===== src/rtl/motor_pkg.sv =====
// Shared types for the two-channel H-bridge driver.
// Direction codes, channel states and request decode.
package motor_pkg;

  localparam logic [1:0] DIR_COAST = 2'b00;
  localparam logic [1:0] DIR_REV   = 2'b01;
  localparam logic [1:0] DIR_FWD   = 2'b10;
  localparam logic [1:0] DIR_BRAKE = 2'b11;

  typedef enum logic [2:0] {
    ST_OFF,
    ST_RAMP,
    ST_RUN,
    ST_BRAKE,
    ST_DEAD
  } ch_state_e;

  typedef enum logic [1:0] {
    REQ_OFF,
    REQ_DRIVE,
    REQ_BRAKE
  } req_kind_e;

  typedef struct packed {
    req_kind_e  kind;
    logic [1:0] dir;
  } ch_req_t;

  function automatic ch_req_t decode_req(
    input logic       en,
    input logic [1:0] pair
  );
    ch_req_t r;
    logic    drv;
    drv    = (pair == DIR_FWD) || (pair == DIR_REV);
    r.kind = REQ_OFF;
    r.dir  = DIR_COAST;
    unique case (1'b1)
      !en: r.kind = REQ_OFF;
      en && drv: begin
        r.kind = REQ_DRIVE;
        r.dir  = pair;
      end
      en && !drv: r.kind = REQ_BRAKE;
      default: r.kind = REQ_OFF;
    endcase
    return r;
  endfunction

endpackage


===== src/rtl/motor_channel.sv =====
// One bridge channel: FSM, dead counter, duty ramp, output regs.
// Soft-start ramp is built only with MOTOR_SOFT_START_EN.
module motor_channel
  import motor_pkg::*;
#(
  parameter int PWM_BITS     = 8,
  parameter int DEADTIME_CYC = 50000,
  parameter int RAMP_DIV     = 1000,
  parameter int RAMP_STEP    = 4
) (
  input  logic                clk,
  input  logic                rst_n,
  input  logic                req_en_i,
  input  logic [1:0]          req_pair_i,
  input  logic [PWM_BITS-1:0] duty_max_i,
  input  logic [PWM_BITS-1:0] pwm_nxt_i,
  output logic [1:0]          hb_pair_o,
  output logic                hb_en_o,
  output logic                dead_busy_o
);

  localparam int DW = $clog2(DEADTIME_CYC + 1);

  typedef logic [PWM_BITS-1:0] duty_t;

  ch_state_e     state_q, state_d;
  logic [1:0]    dir_q, dir_d;
  duty_t         duty_q, duty_d;
  logic [DW-1:0] dead_q, dead_d;
  logic [1:0]    pair_q, pair_d;
  logic          en_q, en_d;
  logic          busy_q, busy_d;

  ch_req_t req;
  logic    drv_same;
  logic    brk_same;
  logic    go_dead;
  logic    take_req;

  assign req      = decode_req(req_en_i, req_pair_i);
  assign drv_same = (req.kind == REQ_DRIVE) && (req.dir == dir_q);
  assign brk_same = (req.kind == REQ_BRAKE);

`ifdef MOTOR_SOFT_START_EN
  localparam int VW = $clog2(RAMP_DIV + 1);

  logic [VW-1:0]     div_q, div_d;
  logic [PWM_BITS:0] ramp_sum;
  duty_t             ramp_nxt;
  logic              tick;

  // Wide add so the step never wraps past the ceiling.
  assign tick     = (div_q == VW'(RAMP_DIV - 1));
  assign ramp_sum = {1'b0, duty_q} + (PWM_BITS+1)'(RAMP_STEP);
  assign ramp_nxt = (ramp_sum >= {1'b0, duty_max_i})
                  ? duty_max_i
                  : ramp_sum[PWM_BITS-1:0];
`else
  logic unused_ramp_cfg;
  assign unused_ramp_cfg = (RAMP_DIV != 0) ^ (RAMP_STEP != 0);
`endif

  always_comb begin
    state_d  = state_q;
    dir_d    = dir_q;
    duty_d   = duty_q;
    dead_d   = dead_q;
    go_dead  = 1'b0;
    take_req = 1'b0;
`ifdef MOTOR_SOFT_START_EN
    div_d    = div_q;
`endif
    case (state_q)
      ST_OFF: begin
        duty_d   = '0;
        take_req = 1'b1;
      end
`ifdef MOTOR_SOFT_START_EN
      ST_RAMP: begin
        if (!drv_same) begin
          go_dead = 1'b1;
        end else if (tick) begin
          div_d  = '0;
          duty_d = ramp_nxt;
          if (ramp_nxt == duty_max_i) state_d = ST_RUN;
        end else begin
          div_d = div_q + 1'b1;
        end
      end
`endif
      ST_RUN: begin
        if (!drv_same) begin
          go_dead = 1'b1;
        end else if (duty_max_i < duty_q) begin
          duty_d = duty_max_i;
        end else if (duty_max_i > duty_q) begin
`ifdef MOTOR_SOFT_START_EN
          state_d = ST_RAMP;
          div_d   = '0;
`else
          duty_d  = duty_max_i;
`endif
        end
      end
      ST_BRAKE: begin
        if (!brk_same) go_dead = 1'b1;
      end
      ST_DEAD: begin
        if (dead_q == '0) take_req = 1'b1;
        else dead_d = dead_q - 1'b1;
      end
      default: state_d = ST_OFF;
    endcase

    if (go_dead) begin
      state_d = ST_DEAD;
      dead_d  = DW'(DEADTIME_CYC - 1);
      duty_d  = '0;
    end

    // Fresh start from OFF or after the coast interval.
    if (take_req) begin
      unique case (req.kind)
        REQ_DRIVE: begin
          dir_d = req.dir;
`ifdef MOTOR_SOFT_START_EN
          state_d = ST_RAMP;
          duty_d  = '0;
          div_d   = '0;
`else
          state_d = ST_RUN;
          duty_d  = duty_max_i;
`endif
        end
        REQ_BRAKE: begin
          state_d = ST_BRAKE;
          duty_d  = '0;
        end
        default: begin
          state_d = ST_OFF;
          duty_d  = '0;
        end
      endcase
    end
  end

  always_comb begin
    pair_d = DIR_COAST;
    en_d   = 1'b0;
    busy_d = 1'b0;
    case (state_d)
      ST_RAMP, ST_RUN: begin
        pair_d = dir_d;
        en_d   = (pwm_nxt_i < duty_d);
      end
      ST_BRAKE: begin
        pair_d = DIR_BRAKE;
        en_d   = 1'b1;
      end
      ST_DEAD: busy_d = 1'b1;
      default: ;
    endcase
  end

  always_ff @(posedge clk) begin
    if (!rst_n) begin
      state_q <= ST_OFF;
      dir_q   <= DIR_COAST;
      duty_q  <= '0;
      dead_q  <= '0;
      pair_q  <= DIR_COAST;
      en_q    <= 1'b0;
      busy_q  <= 1'b0;
    end else begin
      state_q <= state_d;
      dir_q   <= dir_d;
      duty_q  <= duty_d;
      dead_q  <= dead_d;
      pair_q  <= pair_d;
      en_q    <= en_d;
      busy_q  <= busy_d;
    end
  end

`ifdef MOTOR_SOFT_START_EN
  always_ff @(posedge clk) begin
    if (!rst_n) div_q <= '0;
    else        div_q <= div_d;
  end
`endif

  assign hb_pair_o   = pair_q;
  assign hb_en_o     = en_q;
  assign dead_busy_o = busy_q;

endmodule


===== src/rtl/hbridge_driver.sv =====
// H-bridge driver top: request register, shared PWM counter, two channels.
// Build with MOTOR_SOFT_START_EN for the soft-start duty ramp.
module hbridge_driver
  import motor_pkg::*;
#(
  parameter int PWM_BITS     = 8,
  parameter int DEADTIME_CYC = 50000,
  parameter int RAMP_DIV     = 1000,
  parameter int RAMP_STEP    = 4
) (
  input  logic                clk,
  input  logic                rst_n,
  input  logic [3:0]          motor_in,
  input  logic [1:0]          motor_en,
  input  logic [PWM_BITS-1:0] duty_max,
  output logic [3:0]          hb_in,
  output logic [1:0]          hb_en,
  output logic [1:0]          dead_busy
);

  logic [3:0]          in_q;
  logic [1:0]          en_q;
  logic [PWM_BITS-1:0] dmax_q;
  logic [PWM_BITS-1:0] pwm_q, pwm_d;

  assign pwm_d = pwm_q + 1'b1;

  always_ff @(posedge clk) begin
    if (!rst_n) begin
      in_q   <= '0;
      en_q   <= '0;
      dmax_q <= '0;
      pwm_q  <= '0;
    end else begin
      in_q   <= motor_in;
      en_q   <= motor_en;
      dmax_q <= duty_max;
      pwm_q  <= pwm_d;
    end
  end

  // Channels compare against the post-edge count so hb_en lines up with it.
  motor_channel #(
    .PWM_BITS    (PWM_BITS),
    .DEADTIME_CYC(DEADTIME_CYC),
    .RAMP_DIV    (RAMP_DIV),
    .RAMP_STEP   (RAMP_STEP)
  ) u_ch_a (
    .clk        (clk),
    .rst_n      (rst_n),
    .req_en_i   (en_q[1]),
    .req_pair_i (in_q[3:2]),
    .duty_max_i (dmax_q),
    .pwm_nxt_i  (pwm_d),
    .hb_pair_o  (hb_in[3:2]),
    .hb_en_o    (hb_en[1]),
    .dead_busy_o(dead_busy[1])
  );

  motor_channel #(
    .PWM_BITS    (PWM_BITS),
    .DEADTIME_CYC(DEADTIME_CYC),
    .RAMP_DIV    (RAMP_DIV),
    .RAMP_STEP   (RAMP_STEP)
  ) u_ch_b (
    .clk        (clk),
    .rst_n      (rst_n),
    .req_en_i   (en_q[0]),
    .req_pair_i (in_q[1:0]),
    .duty_max_i (dmax_q),
    .pwm_nxt_i  (pwm_d),
    .hb_pair_o  (hb_in[1:0]),
    .hb_en_o    (hb_en[0]),
    .dead_busy_o(dead_busy[0])
  );

endmodule


===== config.mk =====
export PLATFORM = sky130hd
export DESIGN_NAME = hbridge_driver
export DESIGN_NICKNAME = d
export VERILOG_FILES = /design/src/rtl/motor_pkg.sv /design/src/rtl/motor_channel.sv /design/src/rtl/hbridge_driver.sv
export SDC_FILE = /design/constraint.sdc
export NUM_CORES = 1
export LEC_CHECK = 0
export BUFFER_PORTS_ARGS = -buffer_cell sky130_fd_sc_hd__buf_4
export CORE_UTILIZATION = 55
export DETAILED_ROUTE_END_ITERATION = 10
export GPL_TIMING_DRIVEN = 0
export PLACE_DENSITY = 0.8
export SYNTH_ARGS = -nofsm -noshare
export SYNTH_HDL_FRONTEND = slang
export SYNTH_HIERARCHICAL = 1
export SYNTH_SLANG_ARGS = --single-unit

===== constraint.sdc =====
create_clock -name clk -period 4.96 [get_ports clk]
set_input_delay 0.496 -clock clk [delete_from_list [all_inputs] [get_ports clk]]
set_output_delay 0.496 -clock clk [all_outputs]
set_load 0.005 [all_outputs]

==> flow_summary.json, run 1 <==
{
  "die_h_um": 96.02,
  "start_kind": "flop",
  "cts_htree_levels": 3,
  "synth_top_area_share_pct": 36.23,
  "critPathMaxFanout": 6,
  "clock-sinks": 88,
  "finalSetupViolations": 0,
  "peakVddDrop_v": 0.0001715,
  "cts.repair.resized": 0,
  "rsz0062_at_grt": "false",
  "yosys.area.top_type": "dfxtp_1",
  "first_iter_violations": 219,
  "vias_per_cell": 5.833,
  "combPwrFrac_pct": 25.2,
  "hp-class": "input port to flop",
  "worst_pin_slew_ps": 697.6,
  "maxCapViolations": 0,
  "n_fill_cell": 684,
  "layout-drive-gt1-share_pct": 12.06,
  "track_usage_pct": 23.63,
  "multi_input_comb_area_um2": 2874,
  "hold_viol": 0,
  "cts_buffers": 9,
  "synth-seq-cells": 88,
  "root_buffer": "clkbuf_8",
  "area_growth_pct": 9.702,
  "setup_tns_ps": 0,
  "dr.pass1.iters": 4,
  "nets": 608,
  "num_io_pins": 24,
  "swShare_pct": 31.71,
  "antenna_left": 0,
  "dieArea_um2": 9220,
  "num_vias": 3902,
  "yosysUniqueCellTypes": 57,
  "synth_nets": 574,
  "diodes": 0,
  "cts_tree": "yes",
  "clock_path_buffers": 2,
  "start_util_pct": 58.01,
  "fmax_mhz": 263.6,
  "synth-main-ff-cell": "dfxtp_1",
  "drv_slew": 0,
  "io_buffer_count": 23,
  "synthXorXnorAreaFrac_pct": 6.433,
  "worstSkewPairLatency_ps": 350,
  "gp_congestion": 0.8964,
  "final_common_cell": "dfxtp_1",
  "synth_warnings": 6,
  "cp.required_ps": 5260,
  "ff_latch_area_um2": 1762,
  "wire_per_inst_um": 15.40,
  "clkTransAtPathRegs_ps": 80,
  "synth.top_cells.by_area": "dfxtp_1 (36%), ha_1 (8.5%), and2_1 (4.1%), xnor2_1 (3.4%), inv_1 (2.9%)",
  "layout_min_cycle_time_ps": 3793,
  "min_period_over_period_pct": 76.48,
  "drt_wl_total_um": 10300,
  "utilization_pct": 63.64,
  "power_density_nw_per_um2": 315.4,
  "outcome": "finished clean",
  "slew_headroom_pct": 53.40,
  "antenna_found_initial": 0,
  "overflow": 0,
  "p_leak_nw": 2.297,
  "seqPwrFrac_pct": 48.9,
  "internal_power_mw": 1.149,
  "grt_pass1_wl_um": 16750,
  "first_global_vias": 3749,
  "synth_top_family_by_area": "simple AND/OR/NAND/NOR gates",
  "synth_compound_area_share_pct": 20.33,
  "rows": 33,
  "synth-adder-area-share_pct": 8.492,
  "final_cell_mix": "dfxtp_1 (88), inv_1 (37), nor2_1 (34)",
  "switchingPower_uw": 533.4,
  "drc": 0,
  "core_um2": 8382,
  "arrival_ps": 4090,
  "synth_area_um2": 4862,
  "muxShareOfSynthArea_pct": 0.6176,
  "grt_max_degree": 22,
  "synth_seq_area_share_pct": 36.23,
  "hpwl_um": 7751,
  "synth_cells": 525,
  "cp-end-kind": "flop",
  "hold_buffers": 0,
  "yosys.area_share.simple_pct": 23.24,
  "syn_avg_cell_area_um2": 9.261,
  "skew_ps": 12.26,
  "die_w_um": 96.02,
  "post_cts.repair.setup_buffers": 0,
  "path_class": "flop to flop",
  "synth_edf_count": 0,
  "synthArstFlopShare_pct": 0,
  "clkPwrFrac_pct": 26.0
}
[registers in the layout, indices dropped and copies added, names as in the netlist]
| register | count |
|---|---|
| u_ch_a/hb_en_o | 1 |
| u_ch_a/dead_q | 16 |
| u_ch_a/dead_busy_o | 1 |
| u_ch_a/duty_q | 8 |
| in_q | 4 |
| u_ch_b/state_q | 3 |
| u_ch_b/dead_busy_o | 1 |
| u_ch_a/hb_pair_o | 2 |
| pwm_q | 8 |
| u_ch_b/hb_pair_o | 2 |
| u_ch_a/state_q | 3 |
| u_ch_b/duty_q | 8 |
| u_ch_b/hb_en_o | 1 |
| u_ch_a/dir_q | 2 |
| u_ch_b/dir_q | 2 |
| dmax_q | 8 |
| en_q | 2 |
| u_ch_b/dead_q | 16 |
[path summary, 6_finish.rpt]
| kind | endpoint | cells past startpoint | from | slack (ps) |
|---|---|---|---|---|
| max | u_ch_b/hb_en_o | 14 | dmax_q[3] | 1170 |
| min | dmax_q[3] | 2 | duty_max[3] | 350 |
| max reg2reg | u_ch_b/hb_en_o | 14 | dmax_q[3] | 1170 |
| min reg2reg | u_ch_b/dead_q[5] | 2 | u_ch_b/dead_q[5] | 480 |
[final cells by class]
cell class              count  share of cell area [%]
flip-flops and latches     88                   33.03
multi-input cells         384                   53.88
plain buffers              16                   1.642
clock inverters             2                  0.2815
well taps                 105                   2.463
clock buffers              14                   2.862
inverters                  37                   2.604
repair buffers             23                   3.237
[power by group through the flow]
stage	clock (mW)	combinational, mW	sequential, mW
finish	0.437	0.424	0.822
global route	0.473	0.465	0.830
CTS	0.446	0.419	0.821
detailed placement	0	0.417	0.837
global placement	0	0.402	0.834
floorplan	0	0.323	0.824
[per-stage QoR]
step | area, µm² | setup WS (ps) | cells | hold slack [ps] | total power [mW]
after global placement | 5166 | 1313 | 653 | 453.0 | 1.236
after floorplan | 4862 | 1620 | 525 | 442.2 | 1.147
after global routing | 5334 | 914.8 | 669 | 332.6 | 1.767
after CTS | 5334 | 1185 | 669 | 339.2 | 1.686
after detailed placement | 5166 | 1233 | 653 | 461.7 | 1.254
final | 5334 | 1167 | 669 | 346.7 | 1.682
[cell usage after synthesis (3+ instances only)]
cell type and n:
mux2i_1 3, o41ai_1 4, or4_1 4, and3_1 5
dfxtp_1 88, o21a_1 16, o21bai_1 6, or4b_1 4
o21ba_1 10, or3_1 6, and3_4 5, nor3b_1 4
nand3_1 13, or2_2 4, and2_1 32, nor4b_2 4
o21ai_0 20, nor4bb_1 6, a21o_1 8, xnor2_1 19
nand2b_1 3, a22oi_1 6, nand4_1 8, clkbuf_1 8
xor2_1 13, nor2_1 34, ha_1 33, inv_1 37
nand2_1 27, nor2b_1 5, nor4_1 10, buf_2 4
o22ai_1 6, a21oi_1 24
[worst max-delay path, stage by stage, from the launching register on]
cell       delay [ps]
dfxtp_1           390
ha_1              230
nor4_1            290
o2111ai_1         180
a2111oi_0         650
or2_2             290
and2_1            160
o21ai_0           130
ha_1              300
and3_1            180
a22o_1            180
o21a_1            180
a311o_1           310
o21bai_1          130
o41a_1            150
[per-layer routing]
metal	routed length, µm	GRT usage [%]	part of all wire [%]
met4	240	10.57	2.3
met5	0	0	0
met3	391	3.318	3.8
met1	4767	29.97	46
met2	4902	39.72	48
[kinds of logic (layout without fill, tap and decap cells)]
group,after synthesis,count (layout)
xor gates and xnor gates,34,34
buffers and inverters,53,92
adders and majority gates,33,33
AOI/OAI and AO/OA,130,130
and+or+nand+nor,184,184
DFF,88,88
muxes,3,3
(Power assumes the default switching activity.)
==> run 2, diff against run 1 <==
==> constraint.sdc (replaced) <==
create_clock -name clk -period 3.9 [get_ports clk]
set_input_delay 0.39 -clock clk [delete_from_list [all_inputs] [get_ports clk]]
set_output_delay 0.39 -clock clk [all_outputs]
set_load 0.005 [all_outputs]
==> flow_summary.json, run 2 (synthesized netlist as in run 1, its figures left out) <==
{
  "cp.required_ps": 4200,
  "power_mw": 2.145,
  "antenna_left": 0,
  "cts_buffers": 9,
  "maxCapViolations": 0,
  "clkTransAtPathRegs_ps": 80,
  "track_usage_pct": 23.63,
  "cp-end-kind": "flop",
  "layout_min_cycle_time_ps": 3713,
  "multi_input_comb_area_um2": 2882,
  "num_io_pins": 24,
  "critPathMaxFanout": 6,
  "n_fill_cell": 681,
  "p_leak_nw": 2.297,
  "dp.cells": 653,
  "clkPwrFrac_pct": 26.0,
  "grt_pass1_wl_um": 16750,
  "hpwl_um": 7751,
  "die_w_um": 96.02,
  "setup_tns_ps": 0,
  "root_buffer": "clkbuf_8",
  "final_area_um2": 5341,
  "wire_per_inst_um": 15.58,
  "hp-class": "input port to flop",
  "internal_power_mw": 1.461,
  "area_growth_pct": 9.856,
  "drc": 0,
  "drv_slew": 0,
  "worstSkewPairLatency_ps": 360,
  "layout-drive-gt1-share_pct": 12.23,
  "cts_tree": "yes",
  "placed_cell_area_um2": 5166,
  "rows": 33,
  "ff_latch_area_um2": 1762,
  "clock-sinks": 88,
  "swShare_pct": 31.86,
  "die_h_um": 96.02,
  "utilization_pct": 63.73,
  "cts_htree_levels": 3,
  "outcome": "finished clean",
  "antenna_found_initial": 0,
  "start_kind": "flop",
  "seqPwrFrac_pct": 48.8,
  "skew_ps": 10.55,
  "num_vias": 3940,
  "drt_wl_total_um": 10420,
  "cpMostUsedCell": "ha_1",
  "final_common_cell": "dfxtp_1",
  "power_density_nw_per_um2": 401.5,
  "path_buf_inv": 0,
  "slew_headroom_pct": 52.84,
  "dr.pass1.iters": 4,
  "start_util_pct": 58.01,
  "path_class": "flop to flop",
  "finalSetupViolations": 0,
  "fin_cells": 669,
  "grt_max_degree": 22,
  "arrival_ps": 4010,
  "core_um2": 8382,
  "switchingPower_uw": 683.3,
  "gp_congestion": 0.8964,
  "vias_per_cell": 5.889,
  "min_period_over_period_pct": 95.21,
  "overflow": 0,
  "crit_path_top_delay_cell": "a2111oi_1",
  "final_cell_mix": "dfxtp_1 (88), inv_1 (37), nor2_1 (34)",
  "cp_slowest_stage_delay_ps": 570,
  "rsz0062_at_grt": "false",
  "first_global_vias": 3749,
  "peakVddDrop_v": 0.0002178,
  "path_delay_family": "compound AO/OA/AOI/OAI gates",
  "dieArea_um2": 9220,
  "diodes": 0,
  "clock_path_buffers": 2,
  "reg_top3": "u_ch_a/dead_q (16), u_ch_b/dead_q (16)",
  "worst_pin_slew_ps": 705.8,
  "fmax_mhz": 269.3,
  "hold_viol": 0,
  "nets": 608,
  "combPwrFrac_pct": 25.3,
  "io_buffer_count": 23,
  "first_iter_violations": 251,
  "worstPathCellList": "ha_1 > a22oi_1 > o2111ai_1 > a2111oi_1 > or2_2 > and2_1 > o21ai_0 > ha_1 > and3_1 > a22o_1 > o21a_1 > a311o_1 > o21bai_1 > o41a_1"
}
-- run 2: cell counts in the layout (fill, tap and decap cells not counted) --
No cell type changed its count.
-- run 2: layer usage --
metal | part of all wire (%) | vias up | global-route usage (%)
li1 | - | 1961 | -
met1 | 46 | 1852 | 29.97
met2 | 48 | 106 | 39.72
met3 | 4.2 | 21 | 3.318
met4 | 2.2 | 0 | 10.57
met5 | 0 | - | 0
-- run 2: path summary, 6_finish.rpt --
kind	from	end	slack, ps	cells after the start
worst max-delay path	dmax_q[3]	u_ch_b/hb_en_o	190	14
worst min-delay path	duty_max[3]	dmax_q[3]	240	2
worst max register to register	dmax_q[3]	u_ch_b/hb_en_o	190	14
worst min register to register	u_ch_b/dead_q[5]	u_ch_b/dead_q[5]	480	2
-- run 2: through the flow --
stage | hold slack (ps) | worst slack, ps
after floorplan | 442.2 | 559.7
after global placement | 453.0 | 253.4
after detailed placement | 461.7 | 172.7
after CTS | 233.2 | 125.3
after global routing | 226.6 | 4.313
final | 237.4 | 186.7
-- run 2: final cells by class --
class | count | area share, %
flip-flops and latches | 88 | 32.98
inverters | 37 | 2.600
plain buffers | 16 | 1.640
multi-input cells | 384 | 53.95
clock inverters | 2 | 0.2811
well taps | 105 | 2.460
repair buffers | 23 | 3.233
clock buffers | 14 | 2.858
-- run 2: power groups by stage --
stage | Clock, mW | Combinational (mW) | Sequential [mW]
floorplan | 0 | 0.411 | 1.05
global placement | 0 | 0.511 | 1.06
detailed placement | 0 | 0.530 | 1.06
CTS | 0.567 | 0.533 | 1.04
global route | 0.601 | 0.593 | 1.06
finish | 0.557 | 0.542 | 1.05
-- run 2: timing repair --
| item | in CTS | in global routing |
|---|---|---|
| setup buffers | 0 | 0 |
| hold endpoints to repair | 0 | 0 |
| hold buffers | 0 | 0 |
| resized for setup | 0 | 4 |
| endpoints found under the setup margin | 0 | 2 |
==> run 3, diff against run 2 <==
--- a/config.mk
+++ b/config.mk
@@ -5,6 +5,7 @@
 export SDC_FILE = /design/constraint.sdc
 export NUM_CORES = 1
 export LEC_CHECK = 0
+export ABC_AREA = 1
 export BUFFER_PORTS_ARGS = -buffer_cell sky130_fd_sc_hd__buf_4
 export CORE_UTILIZATION = 55
 export DETAILED_ROUTE_END_ITERATION = 10
==> flow_summary.json, run 3 <==
{
  "combPwrFrac_pct": 26.6,
  "cp.required_ps": 4190,
  "drc": 0,
  "clkPwrFrac_pct": 27.9,
  "area_growth_pct": 9.827,
  "final_common_cell": "nand2_1",
  "hpwl_um": 8170,
  "utilization_pct": 63.54,
  "worstSkewPairLatency_ps": 350,
  "first_iter_violations": 213,
  "overflow": 0,
  "yosys.area_share.simple_pct": 34.76,
  "yosysMostFrequentCell": "nand2_1",
  "nets": 807,
  "cp-end-kind": "flop",
  "clock-sinks": 88,
  "num_io_pins": 24,
  "vias_per_cell": 5.222,
  "muxShareOfSynthArea_pct": 0,
  "gp_congestion": 0.8844,
  "syn_avg_cell_area_um2": 7.105,
  "start_kind": "flop",
  "post_cts.repair.setup_buffers": 0,
  "switchingPower_uw": 772.6,
  "finalSetupViolations": 0,
  "hold_viol": 0,
  "fmax_mhz": 354.2,
  "synth.top_cells.by_area": "dfxtp_1 (34%), nand2_1 (11%), ha_1 (8.0%), inv_1 (7.7%), nor2_1 (6.4%)",
  "maxCapViolations": 0,
  "worst_pin_slew_ps": 643.1,
  "arrival_ps": 3120,
  "first_global_vias": 4300,
  "min_period_over_period_pct": 72.38,
  "rows": 34,
  "yosysUniqueCellTypes": 41,
  "layout-drive-gt1-share_pct": 19.00,
  "synth_edf_count": 0,
  "reg_top3": "u_ch_a/dead_q (16), u_ch_b/dead_q (16)",
  "synth_compound_area_share_pct": 11.51,
  "hp-class": "input port to flop",
  "drt_wl_total_um": 10640,
  "final_cell_mix": "nand2_1 (153), inv_1 (106), nor2_1 (88), dfxtp_1 (88), a21oi_1 (50)",
  "grt_max_degree": 16,
  "core_um2": 8891,
  "grt_pass1_wl_um": 18490,
  "synth-seq-cells": 88,
  "skew_ps": 7.935,
  "setup_tns_ps": 0,
  "cts_buffers": 9,
  "drv_slew": 0,
  "root_buffer": "clkbuf_8",
  "synth_cells": 724,
  "wire_per_inst_um": 12.22,
  "die_w_um": 98.71,
  "rsz0062_at_grt": "false",
  "clock_path_buffers": 2,
  "synthArstFlopShare_pct": 0,
  "outcome": "finished clean",
  "top_layer": "met4",
  "yosys.area.top_type": "dfxtp_1",
  "power_density_nw_per_um2": 402.3,
  "cts_tree": "yes",
  "synth_area_um2": 5144,
  "p_leak_nw": 2.789,
  "die_h_um": 98.71,
  "slew_headroom_pct": 57.13,
  "track_usage_pct": 23.15,
  "antenna_found_initial": 0,
  "io_buffer_count": 23,
  "antenna_left": 0,
  "synth-main-ff-cell": "dfxtp_1",
  "critPathMaxFanout": 7,
  "num_vias": 4548,
  "met3_length_um": 437,
  "wl_met1_um": 4952,
  "synth_top_family_by_area": "simple AND/OR/NAND/NOR gates",
  "dieArea_um2": 9743,
  "clkTransAtPathRegs_ps": 90,
  "cts_htree_levels": 3,
  "dr.pass1.iters": 5,
  "diodes": 0,
  "path_class": "flop to flop",
  "synth_nets": 773,
  "seqPwrFrac_pct": 45.5,
  "wl_met2_um": 5159,
  "synth-adder-area-share_pct": 8.027,
  "internal_power_mw": 1.500,
  "synth_top_area_share_pct": 34.25,
  "synth_warnings": 6,
  "synthXorXnorAreaFrac_pct": 1.192,
  "swShare_pct": 33.99,
  "layout_min_cycle_time_ps": 2823,
  "cts.repair.resized": 0,
  "synth_seq_area_share_pct": 34.25,
  "hold_buffers": 0,
  "synth_common_cells": "nand2_1 (153), inv_1 (106), dfxtp_1 (88), nor2_1 (88), a21oi_1 (50)",
  "peakVddDrop_v": 0.0001841,
  "start_util_pct": 57.85
}
## run 3: cell types whose count changed in the layout (fill, tap and decap cells not counted), sizes merged, moves of 9 or more
| cell | delta |
|---|---|
| nand3 | +14 |
| nor2 | +98 |
| and3 | -10 |
| a21oi | +27 |
| and2 | -31 |
| xnor2 | -18 |
| nand2 | +144 |
| o21a | -16 |
| nor3 | +9 |
| a311o | +10 |
| inv | +91 |
| xor2 | -9 |
## run 3: cell type report
cell class              count  area, µm²
inverters                 130      503.0
clock inverters             5      56.30
multi-input cells         500       2854
plain buffers               6      25.02
well taps                 108      135.1
clock buffers              11      141.4
flip-flops and latches     88       1762
fillers                   787       3242
repair buffers             23      172.7
## run 3: worst max-delay path, stage by stage (launching register included)
cell,delay (ps)
dfxtp_1,450
inv_1,90
ha_1,290
nand4_1,90
nor2_1,110
nand2_1,120
nand2_2,100
nor2_1,50
inv_2,120
a21oi_1,80
a311o_2,390
ha_1,320
nand2_1,70
inv_1,30
o21ai_0,140
nand3_1,100
nor2_1,110
nand2_1,60
nand2_1,60
## run 3: power by group through the flow
| stage | clock [mW] | combinational (mW) | sequential [mW] |
|---|---|---|---|
| 2_1_floorplan | 0 | 0.479 | 1.04 |
| 3_3_place_gp | 0 | 0.575 | 1.05 |
| 3_5_place_dp | 0 | 0.599 | 1.05 |
| 4_1_cts | 0.649 | 0.603 | 1.03 |
| 5_1_grt | 0.687 | 0.684 | 1.04 |
| 6_report | 0.635 | 0.603 | 1.03 |
## run 3: metal layers
metal	vias to the layer above	GRT usage, %
met5	-	0
met4	0	6.889
met3	8	4.255
met2	93	40.90
met1	2088	28.75
li1	2359	-
## run 3: per-stage QoR
| stage | power (mW) | setup WS (ps) | cell area [µm²] | hold WS [ps] | instances |
|---|---|---|---|---|---|
| 4_1_cts | 2.286 | 1103 | 5649 | 195.4 | 871 |
| 6_report | 2.273 | 1077 | 5649 | 214.7 | 871 |
| 2_1_floorplan | 1.518 | 1458 | 5144 | 429.7 | 724 |
| 3_5_place_dp | 1.654 | 1123 | 5451 | 450.2 | 855 |
| 3_3_place_gp | 1.626 | 1186 | 5451 | 442.4 | 855 |
| 5_1_grt | 2.415 | 850.1 | 5649 | 203.7 | 871 |
## run 3: kinds of logic (layout without fill, tap and decap cells)
kind of cell | count (synthesis) | after routing
adder cells (fa/ha/maj) | 33 | 33
flip-flops | 88 | 88
AO/OA/AOI/OAI | 95 | 95
XOR/XNOR | 7 | 7
buffers and inverters | 136 | 175
AND/OR/NAND/NOR | 365 | 365
## run 3: path summary, 6_finish.rpt
kind,startpoint,to,slack [ps],cells past startpoint
max,dmax_q[0],u_ch_b/hb_en_o,1080,18
max reg2reg,dmax_q[0],u_ch_b/hb_en_o,1080,18
min,motor_in[3],in_q[3],210,3
min reg2reg,pwm_q[0],pwm_q[0],470,1
